==> src/rtl/alu_seq.sv <==
// Sequential ALU: LUT logic/arith in one EXEC cycle, serial shifts, optional shift-add multiplier.
// Build option: define ALU_SEQ_MUL_EN to include the multiplier; otherwise op 101 is reported via err.
module alu_seq #(
    parameter int WIDTH   = 16,
    parameter int SHAMT_W = $clog2(WIDTH)
) (
    input  logic             clk,
    input  logic             reset,
    input  logic             start,
    output logic             ready,
    input  logic [2:0]       op,
    input  logic [3:0]       lut,
    input  logic             ls,
    input  logic             cin,
    input  logic             flag_we,
    input  logic [WIDTH-1:0] a,
    input  logic [WIDTH-1:0] b,
    output logic [WIDTH-1:0] result,
    output logic [WIDTH-1:0] result_hi,
    output logic             valid,
    output logic             err,
    output logic [3:0]       psr
);

    localparam logic [2:0] OP_LOGIC = 3'b000;
    localparam logic [2:0] OP_ARITH = 3'b001;
    localparam logic [2:0] OP_SHL   = 3'b010;
    localparam logic [2:0] OP_SHR   = 3'b011;
    localparam logic [2:0] OP_SAR   = 3'b100;
`ifdef ALU_SEQ_MUL_EN
    localparam logic [2:0] OP_MUL   = 3'b101;
    localparam logic [SHAMT_W-1:0] MUL_CNT = SHAMT_W'(WIDTH - 1);
`endif
    localparam logic [SHAMT_W:0] W_EXT = (SHAMT_W + 1)'(WIDTH);

    typedef enum logic [1:0] {S_IDLE, S_EXEC, S_DONE} state_t;

    function automatic logic [WIDTH-1:0] lut_fn(input logic [WIDTH-1:0] x,
                                                input logic [WIDTH-1:0] y,
                                                input logic [3:0]       l);
        logic [WIDTH-1:0] z;
        for (int i = 0; i < WIDTH; i++) begin
            z[i] = l[{x[i], y[i]}];
        end
        return z;
    endfunction

    state_t             r_state;
    logic               r_ready;
    logic               r_valid;
    logic               r_err;
    logic [WIDTH-1:0]   r_res;
    logic [3:0]         r_psr;

    logic [2:0]         r_op;
    logic [3:0]         r_lut;
    logic               r_ls;
    logic               r_cin;
    logic               r_fwe;
    logic [WIDTH-1:0]   r_a;
    logic [WIDTH-1:0]   r_b;
    logic [SHAMT_W-1:0] r_cnt;
    logic               r_k0;
    logic [WIDTH-1:0]   r_sh;
    logic               r_shc;

    logic [SHAMT_W-1:0] w_bk;
    logic [SHAMT_W-1:0] w_k;
    logic [WIDTH-1:0]   w_f;
    logic [WIDTH-1:0]   w_ap;
    logic [WIDTH:0]     w_sum;
    logic [WIDTH-1:0]   w_sh_nxt;
    logic               w_shc_nxt;
    logic [WIDTH-1:0]   w_res;
    logic               w_c;
    logic               w_v;
    logic               w_err;
    logic [3:0]         w_psr;

`ifdef ALU_SEQ_MUL_EN
    logic [WIDTH-1:0]   r_mhi;
    logic [WIDTH-1:0]   r_mlo;
    logic [WIDTH-1:0]   r_res_hi;
    logic [WIDTH:0]     w_madd;
    logic [WIDTH-1:0]   w_mhi_nxt;
    logic [WIDTH-1:0]   w_mlo_nxt;
    logic [WIDTH-1:0]   w_hi;

    // Shift-add step: add multiplicand into the high half when the multiplier LSB is set, then shift right.
    always_comb begin
        w_madd    = {1'b0, r_mhi} + (r_mlo[0] ? {1'b0, r_a} : '0);
        w_mhi_nxt = w_madd[WIDTH:1];
        w_mlo_nxt = {w_madd[0], r_mlo[WIDTH-1:1]};
    end
`endif

    // Shift count is reduced mod WIDTH; one subtraction suffices because b's field is below 2*WIDTH.
    assign w_bk = b[SHAMT_W-1:0];
    assign w_k  = ({1'b0, w_bk} >= W_EXT) ? (w_bk - W_EXT[SHAMT_W-1:0]) : w_bk;

    always_comb begin
        w_f   = lut_fn(r_a, r_b, r_lut);
        w_ap  = r_ls ? '0 : r_a;
        w_sum = {1'b0, w_ap} + {1'b0, w_f} + {{WIDTH{1'b0}}, r_cin};

        w_sh_nxt  = r_sh;
        w_shc_nxt = r_shc;
        if (!r_k0) begin
            case (r_op)
                OP_SHL: begin
                    w_sh_nxt  = {r_sh[WIDTH-2:0], 1'b0};
                    w_shc_nxt = r_sh[WIDTH-1];
                end
                OP_SHR: begin
                    w_sh_nxt  = {1'b0, r_sh[WIDTH-1:1]};
                    w_shc_nxt = r_sh[0];
                end
                OP_SAR: begin
                    w_sh_nxt  = {r_sh[WIDTH-1], r_sh[WIDTH-1:1]};
                    w_shc_nxt = r_sh[0];
                end
                default: ;
            endcase
        end
    end

    // Final-cycle result and flags, valid only on the last EXEC cycle.
    always_comb begin
        w_res = '0;
        w_c   = 1'b0;
        w_v   = 1'b0;
        w_err = 1'b0;
`ifdef ALU_SEQ_MUL_EN
        w_hi  = '0;
`endif
        case (r_op)
            OP_LOGIC: w_res = w_f;
            OP_ARITH: begin
                w_res = w_sum[WIDTH-1:0];
                w_c   = w_sum[WIDTH];
                w_v   = (w_ap[WIDTH-1] == w_f[WIDTH-1]) && (w_sum[WIDTH-1] != w_ap[WIDTH-1]);
            end
            OP_SHL, OP_SHR, OP_SAR: begin
                w_res = w_sh_nxt;
                w_c   = w_shc_nxt;
            end
`ifdef ALU_SEQ_MUL_EN
            OP_MUL: begin
                w_res = w_mlo_nxt;
                w_hi  = w_mhi_nxt;
                w_c   = |w_mhi_nxt;
            end
`endif
            default: w_err = 1'b1;
        endcase
        w_psr = {w_v, (w_res == '0), w_res[WIDTH-1], w_c};
    end

    always_ff @(posedge clk) begin
        if (reset) begin
            r_state  <= S_IDLE;
            r_ready  <= 1'b1;
            r_valid  <= 1'b0;
            r_err    <= 1'b0;
            r_res    <= '0;
            r_psr    <= '0;
`ifdef ALU_SEQ_MUL_EN
            r_res_hi <= '0;
`endif
        end else begin
            case (r_state)
                S_IDLE: begin
                    r_valid <= 1'b0;
                    r_err   <= 1'b0;
                    if (start) begin
                        r_state <= S_EXEC;
                        r_ready <= 1'b0;
                        r_op    <= op;
                        r_lut   <= lut;
                        r_ls    <= ls;
                        r_cin   <= cin;
                        r_fwe   <= flag_we;
                        r_a     <= a;
                        r_b     <= b;
                        r_sh    <= a;
                        r_shc   <= 1'b0;
                        r_k0    <= (w_k == '0);
`ifdef ALU_SEQ_MUL_EN
                        r_mhi   <= '0;
                        r_mlo   <= b;
`endif
                        case (op)
                            OP_SHL, OP_SHR, OP_SAR:
                                r_cnt <= (w_k == '0) ? '0 : (w_k - SHAMT_W'(1));
`ifdef ALU_SEQ_MUL_EN
                            OP_MUL: r_cnt <= MUL_CNT;
`endif
                            default: r_cnt <= '0;
                        endcase
                    end
                end
                S_EXEC: begin
                    r_sh  <= w_sh_nxt;
                    r_shc <= w_shc_nxt;
`ifdef ALU_SEQ_MUL_EN
                    r_mhi <= w_mhi_nxt;
                    r_mlo <= w_mlo_nxt;
`endif
                    if (r_cnt == '0) begin
                        r_state <= S_DONE;
                        r_valid <= 1'b1;
                        r_err   <= w_err;
                        r_res   <= w_res;
`ifdef ALU_SEQ_MUL_EN
                        r_res_hi <= w_hi;
`endif
                        if (r_fwe && !w_err) begin
                            r_psr <= w_psr;
                        end
                    end else begin
                        r_cnt <= r_cnt - SHAMT_W'(1);
                    end
                end
                S_DONE: begin
                    r_state <= S_IDLE;
                    r_ready <= 1'b1;
                    r_valid <= 1'b0;
                    r_err   <= 1'b0;
                end
                default: begin
                    r_state <= S_IDLE;
                    r_ready <= 1'b1;
                    r_valid <= 1'b0;
                    r_err   <= 1'b0;
                end
            endcase
        end
    end

    assign ready  = r_ready;
    assign valid  = r_valid;
    assign err    = r_err;
    assign result = r_res;
    assign psr    = r_psr;
`ifdef ALU_SEQ_MUL_EN
    assign result_hi = r_res_hi;
`else
    assign result_hi = '0;
`endif

endmodule

==> config.mk <==
export PLATFORM = sky130hd
export DESIGN_NAME = alu_seq
export DESIGN_NICKNAME = d
export VERILOG_FILES = /design/src/rtl/alu_seq.sv
export SDC_FILE = /design/constraint.sdc
export NUM_CORES = 1
export LEC_CHECK = 0
export BUFFER_PORTS_ARGS = -buffer_cell sky130_fd_sc_hd__buf_4
export CORE_ASPECT_RATIO = 0.9
export CORE_MARGIN = 5
export CORE_UTILIZATION = 30
export DETAILED_ROUTE_END_ITERATION = 10
export GPL_TIMING_DRIVEN = 0
export PLACE_DENSITY_LB_ADDON = 0.2
export SYNTH_ARGS = -nofsm -noshare
export SYNTH_HDL_FRONTEND = slang
export SYNTH_SLANG_ARGS = --single-unit
==> constraint.sdc <==
create_clock -name clk -period 5.8 [get_ports clk]
set_clock_uncertainty 0.1 [all_clocks]
set_input_delay 1.16 -clock clk [delete_from_list [all_inputs] [get_ports clk]]
set_output_delay 1.16 -clock clk [all_outputs]
set_load 0.03 [all_outputs]
=== Word-level counts from Yosys, hierarchy flattened ===
Index checks and enable logic that the tools add are counted.

* $add $sub $neg: 4
* Order comparisons: 16
* Equality and inequality tests: 13
* Muxes and demuxes: 54
* Bitwise operators: 2
* Reductions and logical operators: 20

{| class="wikitable"
|+ Operator list
! cell !! count
|-
| 16-bit case mux with 3 select lines || 2
|-
| 2-bit by 3-bit < comparator with 1-bit output, second input constant || 16
|-
| 16-bit 2-to-1 mux || 3
|-
| 1-bit binary-select mux with 2-bit select || 16
|-
| 16-bit case mux with 2 select lines || 1
|-
| 1-bit 2-to-1 mux || 20
|-
| 16-bit by 16-bit adder with 17-bit output || 1
|-
| 17-bit by 1-bit adder with 17-bit output || 1
|-
| 16-bit zero test || 1
|-
| 4-bit 2-to-1 mux || 4
|-
| 3-bit by 2-bit == test with 1-bit output, second input constant || 4
|-
| 3-bit AND reduction || 3
|-
| 4-bit zero test || 2
|-
| 1-bit case mux with 2 select lines || 4
|-
| 4-bit case mux with 2 select lines || 1
|-
| 4-bit by 1-bit subtractor with 4-bit output, second input constant || 2
|-
| 3-bit == test, second input constant || 2
|-
| 2-bit inequality test, second input constant || 3
|-
| 2-bit AND reduction || 3
|-
| 3-bit OR reduction || 2
|-
| 5-bit OR reduction || 1
|-
| 2-bit 2-to-1 mux || 2
|-
| 2-bit case mux with 2 select lines || 1
|-
| 4-bit AND reduction || 1
|-
| 10 further kinds || 13
|}

* Register bits after elaboration: 89
* Bits of input ports: 45
* Output and inout bits: 39
* Word-level logic and storage cells: 126

=== Logic depth before layout (Yosys ltp) ===
* Depth in word-level cells: 7
* Mapped depth: 13
* Gate-level depth less buffers: 12

=== Worst setup path before layout ===
No wires, ideal clock.

* Path kind: input to register
* Start: input reset
* End: register r_a[0] (enable)
* Setup time: 0.497 ns
* Arrival time: 4.560 ns
* Data required time: 5.203 ns
* Path slack: 0.644 ns
* Cell stages on the path: 3
* Buffers on the path: 2
* Cells stage by stage: clkbuf_1 > clkbuf_1 > nor3_1

* Cells in the longest elaborated chain, start to end: 2

{| class="wikitable"
|+ Ends and longest elaborated chain
! element !! line !! RTL
|-
| start, declared || 8 || <nowiki>input logic reset,</nowiki>
|-
| 1-bit NOT (no source line) || n/a ||
|-
| 3-bit AND reduction (no source line) || n/a ||
|-
| end signal, assigned || 183 || <nowiki>r_a <= a;</nowiki>
|-
| end, declared || 60 || <nowiki>logic [WIDTH-1:0] r_a;</nowiki>
|}

No other way between the ends.
A chain may end at the register's enable or synchronous reset.

=== Worst setup path after layout ===
* Start: register r_ls
* End: register r_psr[2] (netlist: psr[2])

* Cells in the longest elaborated chain, start to end: 5

{| class="wikitable"
|+ Ends and longest elaborated chain
! element !! line !! RTL
|-
| start, declared || 57 || <nowiki>logic r_ls;</nowiki>
|-
| start signal, assigned || 180 || <nowiki>r_ls <= ls;</nowiki>
|-
| 16-bit 2-to-1 mux || 103 || <nowiki>w_ap = r_ls ? '0 : r_a;</nowiki>
|-
| 16-bit by 16-bit adder with 17-bit output || 104 || <nowiki>w_sum = {1'b0, w_ap} + {1'b0, w_f} + {{WIDTH{1'b0}}, r_cin};</nowiki>
|-
| 17-bit by 1-bit adder with 17-bit output || 104 ||
|-
| 16-bit case mux with 3 select lines || 136 || <nowiki>case (r_op)</nowiki>
|-
| 16-bit zero test || 156 || <nowiki>w_psr = {w_v, (w_res == '0), w_res[WIDTH-1], w_c};</nowiki>
|-
| end signal, assigned || 218 || <nowiki>r_psr <= w_psr;</nowiki>
|-
| end, declared || 53 || <nowiki>logic [3:0] r_psr;</nowiki>
|}

No other way between the ends.

==> results.py <==
metrics = {
    "floorplanning": {
        "fp.dieH_microns": 142,
        "initial_core_util": 0.305,
        "rows": 48,
        "die-area_sq_mm": 0.0224,
        "core_sq_mm": 0.0192,
        "die_w_microns": 157,
        "num_io_pins": 84,
    },
    "place": {
        "place_congestion": 0.886,
        "dp_slack_ps": 1860,
        "dp_hpwl_microns": 15400,
        "port_buffers": 66,
        "place_area_sq_mm": 0.00676,
    },
    "setup_path": {
        "cp-start-kind": "flip-flop",
        "cp_top_family": "compound AO/OA/AOI/OAI gates",
        "critPathSlowestCell": "edfxtp_1",
        "r2r_slack_ps": 1830,
        "cp.arrival_ps": 4170,
        "cp_cell_sequence": "clkbuf_1 -> nand2b_1 -> fa_1 -> fa_1 -> nand2b_1 -> a21oi_1 -> o21ai_0 -> o21ai_0 -> xor2_1 -> a2111oi_2 -> nand4_1 -> nand2_1",
        "crit_path_max_incr_delay_ps": 510,
        "path_max_fanout": 10,
        "critPathBufInv": 1,
        "crit_type": "flip-flop to flip-flop",
        "cp_data_required_time_ps": 6000,
        "worst_setup_path_end_kind": "flip-flop",
    },
    "job": {
        "max_cap_viol_count": 0,
    },
    "timing": {
        "hold_viol": 0,
        "final.min_clock_period_ps": 3970,
        "worst_pin_slew_ps": 962,
        "fmax_ghz": 0.252,
        "fin_ws_ps": 1830,
        "max_slew_margin": 0.355,
        "rsz0062_at_grt": "no",
        "final_max_slew_viol_count": 0,
        "fin_crit_sh": 0.685,
        "finalSetupViolCount": 0,
    },
    "clock_network": {
        "cts_max_level": 3,
        "cts-root-buf": "clkbuf_16",
        "cts_tree": "built",
        "clock_sinks": 89,
        "insertion_delay_ps": 360,
        "clock_path_buffers": 2,
        "cts_hold_buf": 0,
        "cts_resized": 0,
        "post-cts-setup-buffers": 0,
        "path_clk_slew_ps": 60,
        "cts-buffers-inserted": 9,
    },
    "yosys": {
        "async_reset_ff_frac": 0,
        "synth_compound_area_frac": 0.192,
        "synth_xor_area_frac": 0.0165,
        "synthTopCellsByCount": "edfxtp_1, nand2_1, a21oi_1, o21ai_0, nor2_1",
        "yosysUniqueCellTypes": 78,
        "syn_area_sq_mm": 0.00584,
        "muxShareOfSynthArea": 0.101,
        "ys_seq_elements": 89,
        "yosys_warnings": 0,
        "synth_adder_area_share": 0.0454,
        "avgSynthCellArea_sq_um": 10.0,
        "synth_top_area_frac": 0.329,
        "synthTopCellsByArea": "edfxtp_1, dfxtp_1, mux4_2",
        "synth_simple_gate_area_frac": 0.170,
        "synth_cells": 583,
        "synth_edf_count": 64,
        "synth_top_area_cell": "edfxtp_1",
        "synth_seq_area_share": 0.414,
        "synth_top_family_by_area": "compound AO/OA/AOI/OAI gates",
        "yosysMostFrequentCell": "edfxtp_1",
        "ys.flop_type": "edfxtp_1",
    },
    "routing": {
        "drc_errors": 0,
        "wl_per_cell_microns": 20.7,
        "ant_nets": 0,
        "wl_microns": 19400,
        "first_pass_iters": 5,
        "vias_per_cell": 5.38,
        "first_iter_violations": 438,
        "via_count": 5027,
    },
    "finish": {
        "num-fill-cells": 1939,
        "seqCellArea_sq_mm": 0.00242,
        "area_growth_pct": 20.9,
        "n_antenna_cell": 0,
        "nNetsFinal": 744,
        "drive_gt1_frac": 0.227,
        "multi_input_area_sq_mm": 0.00314,
        "fin_area_sq_mm": 0.00707,
    },
    "global_route": {
        "grt_pass1_wl_microns": 29700,
        "grt_usage": 0.174,
        "grt_overflow_total": 0,
        "grt_max_degree": 17,
        "grt_pass1_vias": 4861,
        "antenna_found_initial": 0,
    },
    "hold_path": {
        "hp-class": "flip-flop to flip-flop",
    },
    "power_and_ir_drop": {
        "pwr_density_cell_mw_per_mm2": 238,
        "ir_drop_mv": 0.142,
        "power_mw": 1.69,
        "power.leakage_nw": 2.70,
    },
    "run_status": {
        "run_status": "complete, no violations",
    },
}
-- sequential cells by signal (all words and copies together), names as in the netlist --
name / flops
r_a: 16
r_b: 16
r_sh: 16
result: 16
psr: 4
r_cnt: 4
r_lut: 4
r_op: 3
r_state: 2
err: 1
r_cin: 1
r_fwe: 1
r_k0: 1
r_ls: 1
r_shc: 1
ready: 1
valid: 1
-- where the power goes --
part	internal [mW]	switching [mW]
Combinational	0.134	0.198
Clock	0.339	0.267
Sequential	0.718	0.0292
-- stage by stage --
stage | hold slack (ps) | utilization | std cells | setup TNS (ps)
floorplan | 353 | - | 598 | 0
global placement | 345 | 0.350 | 914 | -52930
detailed placement | 351 | 0.353 | 918 | 0
CTS | 364 | 0.369 | 934 | 0
global route | 394 | 0.369 | 934 | 0
finish | 362 | 0.369 | 934 | 0
-- layout make-up --
cell class              count  share of cell area
clock inverters             7              0.0110
clock buffers               9              0.0319
inverters                  16             0.00850
plain buffers              54              0.0405
well taps                 250              0.0443
repair buffers             70              0.0765
flip-flops and latches     89               0.343
multi-input cells         439               0.445
-- cell usage in the layout, fill, tap and decap left out, drive strengths merged, types with 6 or more instances in the layout --
cell type / n
a21oi: 42
dfxtp: 25
nand4: 8
mux2i: 13
mux2: 11
nor3b: 7
ha: 18
mux4: 15
o211ai: 6
conb: 16
clkbuf: 32
nand3b: 6
o21ai: 42
a221oi: 6
nor2: 41
nor3: 10
a211oi: 10
a22oi: 7
nand2: 46
a21o: 9
inv: 19
xnor2: 7
buf: 101
nand3: 11
nor2b: 18
edfxtp: 64
nand2b: 17
-- tightest hold or removal path, delay by kind of cell (launching register included) --
kind / cells / cell delay [ps]
AOI/OAI and AO/OA: 1 / 50
buffers and inverters: 1 / 50
DFF: 1 / 310
-- worst paths after layout --
kind / from / to / cells after the start
min: valid / valid / 2
max: r_ls / psr[2] / 12
max reg2reg: r_ls / psr[2] / 12
min reg2reg: valid / valid / 2
-- cell families (layout without fill, tap and decap cells) --
kind of cell / after synthesis / in the layout
multiplexers: 39 / 39
adder cells (fa/ha/maj): 20 / 20
XOR/XNOR: 11 / 11
flip-flops: 89 / 89
other: 1 / 16
AND/OR/NAND/NOR: 188 / 188
AO/OA/AOI/OAI: 165 / 165
buffers and inverters: 70 / 156
-- routing by layer --
metal  vias to the layer above  GRT usage  wire (microns)
li1                       2361          -               -
met1                      2463      0.261            9420
met2                       189      0.264            8570
met3                        14     0.0310            1170
met4                         0     0.0403             214
met5                         -          0               0
No activity file was read; power rests on OpenSTA's default activity.
